## src/rtl/cache2vias_ctrl.sv

```systemverilog
// rtl/cache2vias_ctrl.sv - CPU/cache/memory sequencing controller for cache2vias
module cache2vias_ctrl #(
  parameter int CNT_W = 8
) (
  input  logic             clock,
  input  logic             resetn,
  input  logic             cpu_req,
  input  logic             cpu_we,
  input  logic [4:0]       cpu_addr,
  input  logic [7:0]       cpu_wdata,
  output logic             cpu_ack,
  output logic [7:0]       cpu_rdata,
  output logic             cpu_hit,
  output logic             busy,
  output logic [4:0]       cache_addr,
  output logic             cache_wren,
  output logic [7:0]       cache_wdata,
  input  logic             cache_hit,
  input  logic [7:0]       cache_rdata,
  output logic             mem_req,
  output logic             mem_we,
  output logic [4:0]       mem_addr,
  output logic [7:0]       mem_wdata,
  input  logic [7:0]       mem_rdata,
  input  logic             mem_ack,
  output logic [CNT_W-1:0] hit_cnt,
  output logic [CNT_W-1:0] miss_cnt
);

  typedef enum logic [2:0] {
    IDLE, LOOKUP, CHECK, MEM_RD, FILL, MEM_WR, DONE
  } state_t;

  state_t     state;
  logic       req_we;
  logic [4:0] req_addr;
  logic [7:0] req_wdata;

  always_ff @(posedge clock) begin
    if (!resetn) begin
      state       <= IDLE;
      req_we      <= 1'b0;
      req_addr    <= '0;
      req_wdata   <= '0;
      cpu_ack     <= 1'b0;
      cpu_rdata   <= '0;
      cpu_hit     <= 1'b0;
      busy        <= 1'b0;
      cache_addr  <= '0;
      cache_wren  <= 1'b0;
      cache_wdata <= '0;
      mem_req     <= 1'b0;
      mem_we      <= 1'b0;
      mem_addr    <= '0;
      mem_wdata   <= '0;
      hit_cnt     <= '0;
      miss_cnt    <= '0;
    end else begin
      cpu_ack    <= 1'b0;
      cache_wren <= 1'b0;
      case (state)
        IDLE: begin
          if (cpu_req) begin
            req_we     <= cpu_we;
            req_addr   <= cpu_addr;
            req_wdata  <= cpu_wdata;
            cache_addr <= cpu_addr;
            busy       <= 1'b1;
            state      <= LOOKUP;
          end
        end
        LOOKUP: state <= CHECK;
        CHECK: begin
          cpu_hit <= cache_hit;
          if (cache_hit) begin
            if (hit_cnt != '1) hit_cnt <= hit_cnt + CNT_W'(1);
          end else begin
            if (miss_cnt != '1) miss_cnt <= miss_cnt + CNT_W'(1);
          end
          if (req_we) begin
            cache_wren  <= 1'b1;
            cache_wdata <= req_wdata;
            state       <= FILL;
          end else if (cache_hit) begin
            cpu_rdata <= cache_rdata;
            cpu_ack   <= 1'b1;
            state     <= DONE;
          end else begin
            mem_req  <= 1'b1;
            mem_we   <= 1'b0;
            mem_addr <= req_addr;
            state    <= MEM_RD;
          end
        end
        // cache_wdata doubles as the fill register for read misses
        MEM_RD: begin
          if (mem_ack) begin
            mem_req     <= 1'b0;
            cpu_rdata   <= mem_rdata;
            cache_wdata <= mem_rdata;
            cache_wren  <= 1'b1;
            state       <= FILL;
          end
        end
        FILL: begin
          if (req_we) begin
            state <= MEM_WR;
          end else begin
            cpu_ack <= 1'b1;
            state   <= DONE;
          end
        end
        // First MEM_WR cycle only issues the write-through; ack is honoured once mem_req is up
        MEM_WR: begin
          if (!mem_req) begin
            mem_req   <= 1'b1;
            mem_we    <= 1'b1;
            mem_addr  <= req_addr;
            mem_wdata <= req_wdata;
          end else if (mem_ack) begin
            mem_req <= 1'b0;
            mem_we  <= 1'b0;
            cpu_ack <= 1'b1;
            state   <= DONE;
          end
        end
        DONE: begin
          busy  <= 1'b0;
          state <= IDLE;
        end
        default: state <= IDLE;
      endcase
    end
  end

endmodule

```

## config.mk

```make
export PLATFORM = sky130hd
export DESIGN_NAME = cache2vias_ctrl
export DESIGN_NICKNAME = d
export VERILOG_FILES = /design/src/rtl/cache2vias_ctrl.sv
export SDC_FILE = /design/constraint.sdc
export NUM_CORES = 1
export LEC_CHECK = 0
export BUFFER_PORTS_ARGS = -buffer_cell sky130_fd_sc_hd__buf_2
export CAP_MARGIN = 30
export CORE_MARGIN = 2
export CORE_UTILIZATION = 46
export DETAILED_ROUTE_END_ITERATION = 8
export GPL_ROUTABILITY_DRIVEN = 1
export GPL_TIMING_DRIVEN = 0
export PLACE_DENSITY_LB_ADDON = 0.12
export SLEW_MARGIN = 5
export SYNTH_ARGS = -nofsm -noshare
export SYNTH_HDL_FRONTEND = slang
export SYNTH_SLANG_ARGS = --single-unit
```

## constraint.sdc

```tcl
create_clock -name clock -period 1.41 [get_ports clock]
set_input_delay 0.0705 -clock clock [delete_from_list [all_inputs] [get_ports clock]]
set_output_delay 0.0705 -clock clock [all_outputs]
set_load 0.005 [all_outputs]
```

==> impl_metrics.py <==
metrics = {
    "run_status": {
        "status": "complete, but fails checks",
        "violations": "setup timing",
    },
    "place": {
        "gp_congestion": 0.851,
        "hpwl_mm": 5.82,
        "post-place-cells": 521,
        "postPlaceCellArea_sq_um": 3480,
        "place_ws_ns": -0.372,
        "portBuffers": 89,
    },
    "sta": {
        "fin_crit_ns": 1.51,
        "final_hold_viol_count": 0,
        "slew_headroom": 0.580,
        "final_max_slew_viol_count": 0,
        "whs_ns": 0.0139,
        "worst_slack_ns": -0.103,
        "rsz0062_at_grt": "true",
        "clock_skew_ns": 0.0119,
        "worst_pin_slew_ns": 0.630,
        "fmax_mhz": 661,
        "setup_violations": 7,
        "period_share": 1.07,
    },
    "power_and_ir_drop": {
        "p_leak_uw": 0.00182,
        "clkPwrFrac": 0.259,
        "switching_share": 0.347,
        "p_seq_frac": 0.393,
        "irDropWorstVdd_mv": 0.871,
        "powerDensity_nw_per_um2": 1400,
        "comb_power_share": 0.349,
        "p_int_uw": 3990,
        "switching_power_uw": 2120,
    },
    "drt": {
        "drtIter0Drc": 176,
        "viasPerCell": 5.58,
        "ant_nets": 0,
        "wl_per_cell_um": 16.1,
        "routed_wl_mm": 9.20,
        "drc_errors": 0,
        "drt_pass1_iterations": 5,
        "num_vias": 3180,
    },
    "yosys": {
        "yosys_warnings": 0,
        "syn_avg_cell_area_sq_um": 8.28,
        "synth-main-ff-cell": "dfxtp_1",
        "yosysSeqAreaShare": 0.463,
        "syn-num-nets": 392,
        "yosys-top-cells-area": "dfxtp_1 46%, a21oi_1 10%, nand2_1 7.7%, o21ai_0 5.6%, nand3_1 2.4%",
        "synth_cells": 355,
        "async_flop_share": 0,
        "yosysUniqueCellTypes": 51,
        "synth_top_cell_area_share": 0.463,
        "synth.ff_latch_count": 68,
        "synth.cell_area_sq_um": 2940,
        "yosys.area.top_type": "dfxtp_1",
        "synth_edf_count": 0,
    },
    "setup_path": {
        "end_kind": "register",
        "crit_buf_inv": 2,
        "start_kind": "register",
        "path_delay_family": "simple AND/OR/NAND/NOR gates",
        "cp_slowest_cell": "dfxtp_2",
        "crit_type": "register to register",
        "max_stage_delay_ns": 0.34,
        "crit_path_cell_trace": "buf_6 -> nor4b_4 -> buf_4 -> nand4_1 -> o211ai_1 -> o31ai_1",
        "required_ns": 1.63,
        "crit_arrival_ns": 1.74,
        "path_max_fanout": 8,
    },
    "clock_tree": {
        "clockBufferDepth": 2,
        "cts_buffers": 9,
        "clkLatencyLatePin_ns": 0.35,
        "clkSlewWorstSetupHoldPaths_ns": 0.08,
        "cts.sinks": 68,
        "cts_tree": "built",
        "cts-htree-levels": 3,
        "clockRootBuffer": "clkbuf_8",
    },
    "floorplanning": {
        "core_area_sq_um": 6280,
        "rows": 29,
        "start_util": 0.468,
        "chipWidth_um": 83.9,
        "dieArea_sq_um": 7040,
        "io_pins": 91,
        "die_h_um": 83.9,
    },
    "finish": {
        "nets": 525,
        "fin_area_sq_um": 4360,
        "layout.cells.non_filler": 570,
        "drive_above_1_share": 0.406,
        "synthToLayoutAreaGrowth_pct": 48.3,
        "fillers": 507,
        "antenna_cells": 0,
    },
    "run": {
        "maxCapViolations": 0,
    },
    "global_routing": {
        "track_usage": 0.243,
        "grt_start_max_net_pins": 13,
        "gr-total-overflow": 0,
        "antenna_found_initial": 0,
        "grt_first_pass_wirelength_mm": 13.7,
        "grt_pass1_vias": 2857,
    },
    "min_path": {
        "min_path_type": "primary input to register",
    },
}
[per-stage QoR]
step / TNS [ns] / util / power (uW)
after floorplan: 0 / - / 3330
after global placement: -8.23 / 0.555 / 3800
after detailed placement: -9.48 / 0.555 / 3830
after CTS: -0.00958 / 0.644 / 5690
after global routing: -1.40 / 0.694 / 6390
final: -0.182 / 0.694 / 6120
[cell usage after synthesis (all sizes together) (2+ instances only)]
cell,n
dfxtp,68
o31ai,2
and4,3
and4bb,2
and2,2
nand2,60
nand2b,6
mux2i,2
ha,2
a21oi,66
and3,8
nor2,17
buf,11
nand3,14
inv,4
a31oi,2
o211ai,3
or3,2
nor3,4
nand4,5
xor2,5
clkbuf,11
nor4b,2
o21ai,35
[worst paths after layout]
| path | startpoint | slack [ns] | to | depth (start not counted) |
|---|---|---|---|---|
| hold reg to reg | mem_wdata[3]$_SDFFE_PN0P_ | 0.46 | mem_wdata[3]$_SDFFE_PN0P_ | 2 |
| setup / recovery | state[1]$_SDFFE_PN0P_ | -0.10 | miss_cnt[4]$_SDFFE_PN0P_ | 6 |
| hold / removal | cache_rdata[1] | 0.01 | cpu_rdata[1]$_SDFFE_PN0P_ | 3 |
| setup reg to reg | state[1]$_SDFFE_PN0P_ | -0.10 | miss_cnt[4]$_SDFFE_PN0P_ | 6 |
[registers in the layout, indices dropped and copies added (netlist names)]
name,flops
cpu_rdata,8
state,3
req_we,1
cache_wdata,8
hit_cnt,8
mem_addr,5
mem_wdata,8
req_addr,5
cpu_ack,1
req_wdata,8
busy,1
mem_we,1
mem_req,1
cache_wren,1
cpu_hit,1
miss_cnt,8
[final cells by class]
class | instances | area [sq um] | share of cell area
multi-input combinational | 261 | 1730 | 0.396
sequential | 68 | 1390 | 0.319
timing repair buffer | 123 | 769 | 0.177
buffer | 20 | 168 | 0.0385
clock buffer | 9 | 124 | 0.0284
tap | 77 | 96.3 | 0.0221
clock inverter | 7 | 67.6 | 0.0155
inverter | 5 | 18.8 | 0.00431
[cell families (layout without fill, tap and decap cells)]
family                   count (synthesis)  in the layout  share of synthesized area
multiplexers                             2              2                    0.00681
flip-flops                              68             68                      0.463
adder cells (fa/ha/maj)                  2              2                    0.00851
buffers and inverters                   27            164                     0.0430
AO/OA/AOI/OAI                          117            118                      0.230
XOR/XNOR                                 6              6                     0.0179
AND/OR/NAND/NOR                        133            133                      0.231
[metal layers]
metal	global-route usage	wire, um	part of all wire
met5	0	0	0
met3	0.0396	467	0.051
met2	0.401	4580	0.50
met4	0.106	142	0.015
met1	0.315	4010	0.44
[worst reg2reg max path, stage by stage (launching register included)]
cell	delay (ns)
dfxtp_2	0.34
buf_6	0.13
nor4b_4	0.29
buf_4	0.19
nand4_1	0.13
o211ai_1	0.21
o31ai_1	0.10
[power by group through the flow]
stage | registers (uW) | logic [uW] | clock network (uW)
floorplan | 2370 | 961 | 0
global placement | 2390 | 1410 | 0
detailed placement | 2390 | 1440 | 0
CTS | 2370 | 1730 | 1590
global route | 2430 | 2290 | 1670
finish | 2400 | 2130 | 1580
[what timing repair did]
action                                  in CTS  in global routing
endpoints found under the hold margin       16                  0
cloned                                       1                  0
hold buffers                                16                  0
resized for setup                           37                 73
setup buffers                               10                  8
pin swaps                                    8                 20
endpoints found under the setup margin      63                 60
[cell usage in the layout, fill, tap and decap left out, drive strengths merged, types with 2 or more instances in the layout]
cell type,n
o211ai,3
o21ai,35
dfxtp,68
nor2,17
and3,8
a21oi,67
inv,4
nor3,4
nor4b,2
and4bb,2
nand4,5
a31oi,2
ha,2
and2,2
and4,3
nand3,14
buf,118
dlygate4sd3,16
o31ai,2
xor2,5
clkinv,7
nand2,60
clkbuf,18
mux2i,2
nand2b,6
or3,2
No activity file was read; power rests on OpenSTA's default activity.
